<file path="src/rtl/regfile_pkg.sv">
// Shared types and helpers for the multi-port register file.
// Holds the clear-engine state encoding and the byte-mask expansion helper.
// Imported by the register file top and its clear FSM.
package regfile_pkg;

    // Clear engine states: idle, sweeping, one-cycle completion.
    typedef enum logic [1:0] {
        IDLE  = 2'd0,
        CLEAR = 2'd1,
        DONE  = 2'd2
    } clr_state_t;

    localparam int BYTE_W = 8;

    // Widest register the mask helper supports; callers truncate the result.
    localparam int MAX_DATA_W = 256;
    localparam int MAX_BE_W   = MAX_DATA_W / BYTE_W;

    // Expand one enable bit per byte into a full bit mask.
    function automatic logic [MAX_DATA_W-1:0] expandByteMask(input logic [MAX_BE_W-1:0] be);
        logic [MAX_DATA_W-1:0] mask;
        mask = '0;
        for (int i = 0; i < MAX_BE_W; i++) begin
            mask[i*BYTE_W +: BYTE_W] = {BYTE_W{be[i]}};
        end
        return mask;
    endfunction

endpackage

</file>
<file path="src/rtl/regfile_clear_fsm.sv">
// Clear engine: walks every register index once, one per cycle, on request.
// Sweep takes DEPTH cycles in CLEAR plus one DONE cycle; clrReq is a single-cycle pulse.
// Blocks writes (wrReady low) from the cycle after the request until back in IDLE.
module regfile_clear_fsm
    import regfile_pkg::*;
#(
    parameter int DEPTH  = 32,
    parameter int ADDR_W = $clog2(DEPTH)
) (
    input  logic              clk,
    input  logic              reset,
    input  logic              clrReq,
    output logic              busy,
    output logic              clrDone,
    output logic              wrReady,
    output logic              clrEn,
    output logic [ADDR_W-1:0] clrAddr
);

    // Highest index; reaching it ends the sweep so the counter never wraps into a new pass.
    localparam logic [ADDR_W-1:0] LAST_ADDR = ADDR_W'(DEPTH - 1);

    clr_state_t        state;
    clr_state_t        stateNext;
    logic [ADDR_W-1:0] sweepCnt;
    logic [ADDR_W-1:0] sweepCntNext;

    // State and sweep counter registers; reset abandons any sweep in progress.
    always_ff @(posedge clk or posedge reset) begin
        if (reset) begin
            state    <= IDLE;
            sweepCnt <= '0;
        end else begin
            state    <= stateNext;
            sweepCnt <= sweepCntNext;
        end
    end

    // Next-state, counter advance and per-state outputs.
    always_comb begin
        stateNext    = state;
        sweepCntNext = sweepCnt;
        busy         = 1'b0;
        clrDone      = 1'b0;
        wrReady      = 1'b0;
        clrEn        = 1'b0;
        clrAddr      = sweepCnt;
        case (state)
            IDLE: begin
                wrReady = 1'b1;
                if (clrReq) begin
                    stateNext    = CLEAR;
                    sweepCntNext = '0;
                end
            end
            CLEAR: begin
                busy         = 1'b1;
                clrEn        = 1'b1;
                sweepCntNext = sweepCnt + ADDR_W'(1);
                if (sweepCnt == LAST_ADDR) begin
                    stateNext = DONE;
                end
            end
            DONE: begin
                clrDone   = 1'b1;
                stateNext = IDLE;
            end
            default: begin
                stateNext = IDLE;
            end
        endcase
    end

endmodule

</file>
<file path="src/rtl/regfile_multiport.sv">
// Multi-read, single-write register file with byte enables, optional bypass and a clear sweep.
// Reads are combinational (zero latency); writes land on the next rising edge.
// Writes use valid/ready: wr_ready drops while the clear engine runs and for its DONE cycle.
module regfile_multiport
    import regfile_pkg::*;
#(
    parameter int DATA_W   = 32,
    parameter int DEPTH    = 32,
    parameter int ADDR_W   = $clog2(DEPTH),
    parameter int N_RD     = 2,
    parameter int BYPASS   = 1,
    parameter int ZERO_REG = 1
) (
    input  logic                     clk,
    input  logic                     reset,
    input  logic [N_RD*ADDR_W-1:0]   rd_addr,
    output logic [N_RD*DATA_W-1:0]   rd_data,
    input  logic                     wr_valid,
    output logic                     wr_ready,
    input  logic [ADDR_W-1:0]        wr_addr,
    input  logic [DATA_W-1:0]        wr_data,
    input  logic [DATA_W/BYTE_W-1:0] wr_be,
    input  logic                     clr_req,
    output logic                     busy,
    output logic                     clr_done
);

    logic [DATA_W-1:0] regs [DEPTH];

    logic              clrEn;
    logic [ADDR_W-1:0] clrAddr;
    logic              wrFire;
    logic              wrToZero;
    logic [DATA_W-1:0] wrMask;

    regfile_clear_fsm #(
        .DEPTH  (DEPTH),
        .ADDR_W (ADDR_W)
    ) u_clear_fsm (
        .clk     (clk),
        .reset   (reset),
        .clrReq  (clr_req),
        .busy    (busy),
        .clrDone (clr_done),
        .wrReady (wr_ready),
        .clrEn   (clrEn),
        .clrAddr (clrAddr)
    );

    assign wrFire   = wr_valid & wr_ready;
    // Register 0 is hardwired when ZERO_REG is set, so writes to it are dropped.
    assign wrToZero = (ZERO_REG != 0) && (wr_addr == '0);
    assign wrMask   = DATA_W'(expandByteMask(MAX_BE_W'(wr_be)));

    // Storage: reset zeroes everything; the sweep and writes never overlap because
    // wr_ready is low whenever clrEn is high.
    always_ff @(posedge clk or posedge reset) begin
        if (reset) begin
            for (int i = 0; i < DEPTH; i++) begin
                regs[i] <= '0;
            end
        end else if (clrEn) begin
            regs[clrAddr] <= '0;
        end else if (wrFire && !wrToZero) begin
            regs[wr_addr] <= (regs[wr_addr] & ~wrMask) | (wr_data & wrMask);
        end
    end

    for (genvar k = 0; k < N_RD; k++) begin : gRd
        logic [ADDR_W-1:0] rdAddr;
        logic [DATA_W-1:0] stored;
        logic [DATA_W-1:0] rdPort;
        logic              isZero;
        logic              hit;

        assign rdAddr = rd_addr[k*ADDR_W +: ADDR_W];
        assign stored = regs[rdAddr];
        assign isZero = (ZERO_REG != 0) && (rdAddr == '0);
        assign hit    = (BYPASS != 0) && wrFire && (rdAddr == wr_addr) && !isZero;

        // Read mux: zero during a sweep or for the hardwired register, else forward
        // enabled bytes of a same-cycle write over the stored value.
        always_comb begin
            rdPort = stored;
            if (busy || isZero) begin
                rdPort = '0;
            end else if (hit) begin
                rdPort = (stored & ~wrMask) | (wr_data & wrMask);
            end
        end

        assign rd_data[k*DATA_W +: DATA_W] = rdPort;
    end

endmodule

</file>
<file path="config.mk">
export PLATFORM = sky130hd
export DESIGN_NAME = regfile_multiport
export DESIGN_NICKNAME = d
export VERILOG_FILES = /design/src/rtl/regfile_pkg.sv /design/src/rtl/regfile_clear_fsm.sv /design/src/rtl/regfile_multiport.sv
export SDC_FILE = /design/constraint.sdc
export NUM_CORES = 2
export LEC_CHECK = 0
export ABC_AREA = 1
export CORE_MARGIN = 2
export CORE_UTILIZATION = 35
export DETAILED_ROUTE_END_ITERATION = 8
export PLACE_DENSITY = 0.56
export SYNTH_ARGS = -nofsm -noshare
export SYNTH_HDL_FRONTEND = slang
export SYNTH_SLANG_ARGS = --single-unit
</file>
<file path="constraint.sdc">
create_clock -name clk -period 36.2 [get_ports clk]
set_input_delay 3.62 -clock clk [delete_from_list [all_inputs] [get_ports clk]]
set_output_delay 3.62 -clock clk [all_outputs]
set_load 0.02 [all_outputs]
</file>
Word level (Yosys, flattened, before mapping)
Index checks and enable logic that the tools add are counted.

word-level totals
  flip-flop bits (word level) = 1031
  bits of input ports = 55
  output and inout bits = 67
  word-level logic and storage cells = 111

operators by class
  add/sub/neg operators = 1
  magnitude comparators = 6
  equal/unequal tests = 7
  multiplexer cells = 28
  bitwise logic cells = 15
  reductions and logical operators = 20

operator list
  operator              count
  $mux 1024             2
  $and 1024x1024->1024  1
  $bwmux 1024           1
  $not 1024->1024       1
  $bmux 32 s5           3
  $mux 32               12
  $demux 32 s5          2
  $and 32x32->32        4
  $or 32x32->32         3
  $not 32->32           1
  $ge 6x6->1 const B    4
  $not 5->6             4
  $logic_not 5->1       3
  $lt 6x1->1 const B    2
  $eq 5x5->1            2
  $pmux 5 s2            1
  $logic_and 1x1->1     7
  $add 5x1->5 const B   1
  $eq 5x5->1 const B    1
  $mux 5                1
  $mux 2                2
  $pmux 2 s2            1
  $reduce_and 2->1      2
  $reduce_bool 2->1     2
  other kinds (9)       14

Logic depth before layout (Yosys ltp)
  word-level depth = 9
  mapped depth = 17
  gate-level depth less buffers = 13

Hierarchy
Synthesis repeated with hierarchy kept, for this count alone.

unflattened totals
  cell total of the unflattened synthesis = 13235
  area total of the unflattened synthesis = 81084.0 µm²

by module, submodules not included
  module             times used  cells each  area each (µm²)  seq. area each (µm²)
  regfile_multiport  1           13193       80731.2          25624.6
  regfile_clear_fsm  1           42          352.8            175.2

Worst setup path before layout
OpenSTA, ideal clock, no wires.

  path type = input to output
  start point = in wr_addr[0]
  end point = out rd_data[0]
  data arrival time = 5259 ps
  data required time = 32580 ps
  slack = 27321 ps
  cell stages on the path = 10
  path buffers = 4
  cell sequence = buf_6 inv_6 buf_6 nor2_1 nor4_4 and2_1 buf_4 buf_6 nand2_1 a21oi_1

on the way
  longest elaborated chain between the ends = 5

RTL lines
  element                         line                     RTL
  start: declaration              regfile_multiport.sv:20  input logic [ADDR_W-1:0] wr_addr,
  $eq 5x5->1                      regfile_multiport.sv:79  assign hit = (BYPASS != 0) && wrFire && (rdAddr == wr_addr) && !isZero;
  $logic_and 1x1->1 (2 in a row)  regfile_multiport.sv:79
  $mux 32                         regfile_multiport.sv:87  end else if (hit) begin
  $mux 32                         regfile_multiport.sv:85  if (busy || isZero) begin
  end: declaration                regfile_multiport.sv:17  output logic [N_RD*DATA_W-1:0] rd_data,

No other way between the ends.

Worst setup path in the final report
  start point = in rd_addr[5]
  end point = out rd_data[38]

on the way
  longest elaborated chain between the ends = 8
  elaborated cells between the ends (all ways) = 14
  those cells by class = eq/ne: 1; mux: 5; bitwise: 3; reduce/logical: 5

RTL lines
  element                                     line                     RTL
  start: declaration                          regfile_multiport.sv:16  input logic [N_RD*ADDR_W-1:0] rd_addr,
  $not 5->6 (not written as such)             regfile_multiport.sv:77  assign stored = regs[rdAddr];
  $bmux 32 s5                                 regfile_multiport.sv:77
  $mux 32 (not written as such) (2 in a row)  regfile_multiport.sv:77
  $and 32x32->32                              regfile_multiport.sv:88  rdPort = (stored & ~wrMask) | (wr_data & wrMask);
  $or 32x32->32                               regfile_multiport.sv:88
  $mux 32                                     regfile_multiport.sv:87
  $mux 32 *                                   regfile_multiport.sv:85

Mark *: on every way between the ends. The rest lies on a longest branch, timed or not. The select of a mux whose other input is x is not followed.

==> flow_metrics.tcl <==
set metrics [dict create \
    status "complete, no violations" \
    synth.lib_cells_used.distinct 37 \
    tritoncts_clock_tree "yes" \
    worst_slew_pin_slew_ns 1.35 \
    critical_path_class "input pin to output pin" \
    synthesis.area_per_instance_um2 6.13 \
    yosys_register_bits 1031 \
    worstSetupPathDepth 12 \
    worst_r2r_endpoint "regs[581]" \
    floorplan.io_pins 122 \
    clk_transition_reported_paths_ns 0.06 \
    max-vdd-ir-drop_uv 59.4 \
    reg2reg_from "u_clear_fsm.state[0]" \
    hold_path_class "register to register" \
    floorplan.die_area_um2 236000 \
    detail_route.vias_per_cell 6.28 \
    critPathTopFamily "buffers and inverters" \
    worst-r2r-cell-count 11 \
    start_kind "input pin" \
    timing.critical_path.fanout_max 101 \
    synth-seq-area-share_pct 31.7 \
    grt.total_usage_pct 38.7 \
    detail_route.drc_violations 0 \
    cp_cell_sequence "buf_8, buf_4, buf_4, buf_4, buf_4, o21ai_0, nand3_1, nand3_1, nand3_1, nand3_1, a21oi_1, clkdlybuf4s50_1" \
    drv.max_cap_violation_count 0 \
    synth_area_leader_cell "sky130_fd_sc_hd__dfrtp_1" \
    vias_in_the_first_global_route 84000 \
    period_minus_slack_ns 12.97 \
    grt_start_max_net_pins 178 \
    worst-endpoint-arrival_ns 9.35 \
    synth_warnings 0 \
    place.detailed.hpwl_um 294000 \
    power_density_nw_per_um2 104 \
    synthesis.area_um2 81300 \
    clock_latency_ns 0.89 \
    synth.area.top_cells "sky130_fd_sc_hd__dfrtp_1 (32%), sky130_fd_sc_hd__nand2_1 (21%), sky130_fd_sc_hd__a21oi_1 (9.3%)" \
    synth_top_area_share_pct 31.7 \
    grt_most_used_layer "met2" \
    share_of_synthesized_registers_carrying_an_async_set_or_reset_pct 100 \
    finish.net_count 12500 \
    setup_total_negative_slack_ns 0 \
    maxClockFrequency_mhz 77.1 \
    numClockSinks 1031 \
    initial_utilization_pct 35.3 \
    crit_buf_inv 6 \
    cts_inserted_buffers 136 \
    port-buffer-count 121 \
    number_of_flops_mapped_to_enable_cells_by_yosys 0 \
    clock_tree.buffer_depth 3 \
    grt_use_met2_pct 53.1 \
    drive_above_1_share_pct 5.10 \
    first_pass_grt_wire_length_um 667000 \
    critical_path.startpoint "rd_addr[5]" \
    timing.critical_path.slowest_stage_cell "sky130_fd_sc_hd__buf_4" \
    most_frequent_cells_in_the_layout "sky130_fd_sc_hd__nand2_1 (4495), sky130_fd_sc_hd__a21oi_1 (1504), sky130_fd_sc_hd__nor2_1 (1255)" \
    grt_setup_unrepaired "false" \
    core_um2 230000 \
    cp-end-kind "output pin" \
    cts_hold_buffers 0 \
    worst_slew_margin_rel_pct 9.83 \
    htree_levels 4 \
    critical_path_required_ns 32.58 \
    dieHeight_um 486 \
    slew_viol_final 0 \
    grt.met3_usage_pct 13.5 \
    dr.first_iter.drc_count 18200 \
    final_ant_viol_nets 0 \
    flow.area_growth_from_synthesis_pct 7.43 \
    routed_wl_um 474000 \
    highest_cell_delay_on_the_worst_timing_path_ns 0.91 \
    post-layout-total-power_mw 9.04 \
    globalRouteMet1Util_pct 49.3 \
    syn_inst 13300 \
    avgRoutedWirePerCell_um 30.3 \
    gp_weighted_congestion 1.08 \
    cp-endpoint "rd_data[38]" \
    detailed_routing_iterations_pass_1 7 \
    clock_tree.root_cell "sky130_fd_sc_hd__clkbuf_16" \
    fin_worst_skew_ns 0.0471 \
    report.final.hold_viol_count 0 \
    dieWidth_um 486 \
    post-route-period-util_pct 35.8 \
    synthFlopType "sky130_fd_sc_hd__dfrtp_1" \
    grt_antenna_before_repair 40 \
    cts.repair.resized 0 \
    synth_fp_nets 13300 \
    ff2ff_setup_slack_ns 31.06 \
    vias 98200 \
    placement_rows 176 \
    gr_ovfl_total 0 \
    finalSetupViolations 0 \
    setup_buffers_after_cts 0 \
    static-leakage-power_nw 38.5 \
    final_common_cell "sky130_fd_sc_hd__nand2_1" \
]
-- cell usage after synthesis, types with 3 or more instances --
master and instances:
sky130_fd_sc_hd__a21oi_1 1504, sky130_fd_sc_hd__a31oi_1 992, sky130_fd_sc_hd__buf_1 115, sky130_fd_sc_hd__buf_2 440, sky130_fd_sc_hd__buf_4 111, sky130_fd_sc_hd__buf_6 12, sky130_fd_sc_hd__clkbuf_1 572, sky130_fd_sc_hd__dfrtp_1 1031
sky130_fd_sc_hd__ha_1 5, sky130_fd_sc_hd__inv_1 547, sky130_fd_sc_hd__inv_2 43, sky130_fd_sc_hd__nand2_1 4543, sky130_fd_sc_hd__nand2_2 3, sky130_fd_sc_hd__nand3_1 991, sky130_fd_sc_hd__nand3_2 7, sky130_fd_sc_hd__nand4_1 7
sky130_fd_sc_hd__nor2_1 1255, sky130_fd_sc_hd__nor2_4 3, sky130_fd_sc_hd__nor3_1 22, sky130_fd_sc_hd__nor3_2 12, sky130_fd_sc_hd__nor3_4 3, sky130_fd_sc_hd__o211ai_1 452, sky130_fd_sc_hd__o21ai_0 529, sky130_fd_sc_hd__o21ai_2 31
sky130_fd_sc_hd__or2_2 5, sky130_fd_sc_hd__xor2_1 5
-- layout make-up --
| type | count | area (um^2) |
|---|---|---|
| Inverter | 593 | 2280 |
| Clock buffer | 194 | 3950 |
| Antenna cell | 29 | 72.6 |
| Tap cell | 3026 | 3790 |
| Multi-Input combinational cell | 10400 | 47800 |
| Fill cell | 24800 | 143000 |
| Sequential cell | 1031 | 25800 |
| Timing Repair Buffer | 343 | 3010 |
| Clock inverter | 44 | 583 |
-- per-layer routing --
layer	part of all wire, %	wire length, um
met3	14	66200
met4	9.3	43900
met2	40	189000
met5	0.078	372
met1	37	175000
-- how the worst min path moves through the flow --
stage,from,endpoint,slack [ns],cells past startpoint
global placement,regs[1015],regs[1015],0.51,2
floorplan,regs[1015],regs[1015],0.47,2
global route,regs[1003],regs[1003],0.55,2
finish,regs[1007],regs[1007],0.52,2
CTS,regs[1007],regs[1007],0.53,2
detailed placement,regs[1015],regs[1015],0.51,2
-- report_power, final --
part           internal (mW)  leakage (nW)  switching (mW)
sequential              1.82          12.2           0.798
clock                  0.828          2.24           0.615
combinational           1.55          24.1            3.44
total                   4.19          38.5            4.85
-- worst min-delay path, stage by stage, from the launching register on --
cell and delay [ns]:
sky130_fd_sc_hd__dfrtp_1 0.34, sky130_fd_sc_hd__inv_1 0.06, sky130_fd_sc_hd__nor2_1 0.09
-- registers in the layout (all words and copies together), names as in the netlist --
| register | flops |
|---|---|
| u_clear_fsm.state | 2 |
| u_clear_fsm.clrAddr | 5 |
| regs | 1024 |
-- metrics by stage --
step                      utilization [%]  area [um^2]  instances  setup WS (ns)  hold WS [ns]
after floorplan                         -        81300      13300           3.57         0.473
after detailed placement             35.9        82700      15400          23.55         0.513
after global placement               35.9        82700      15400          23.59         0.506
after CTS                            37.9        87200      15600          23.54         0.526
after global routing                 37.9        87200      15600          23.10         0.548
final                                37.9        87300      15600          23.23         0.524
-- logic make-up after synthesis --
group	Yosys count	share of synthesized area, %
and+or+nand+nor	6859	33.6
xor gates and xnor gates	5	0.0539
DFF	1031	31.7
buffers and inverters	1844	9.84
AOI/OAI and AO/OA	3511	24.7
adders and majority gates	5	0.0770
(Power assumes the default switching activity.)
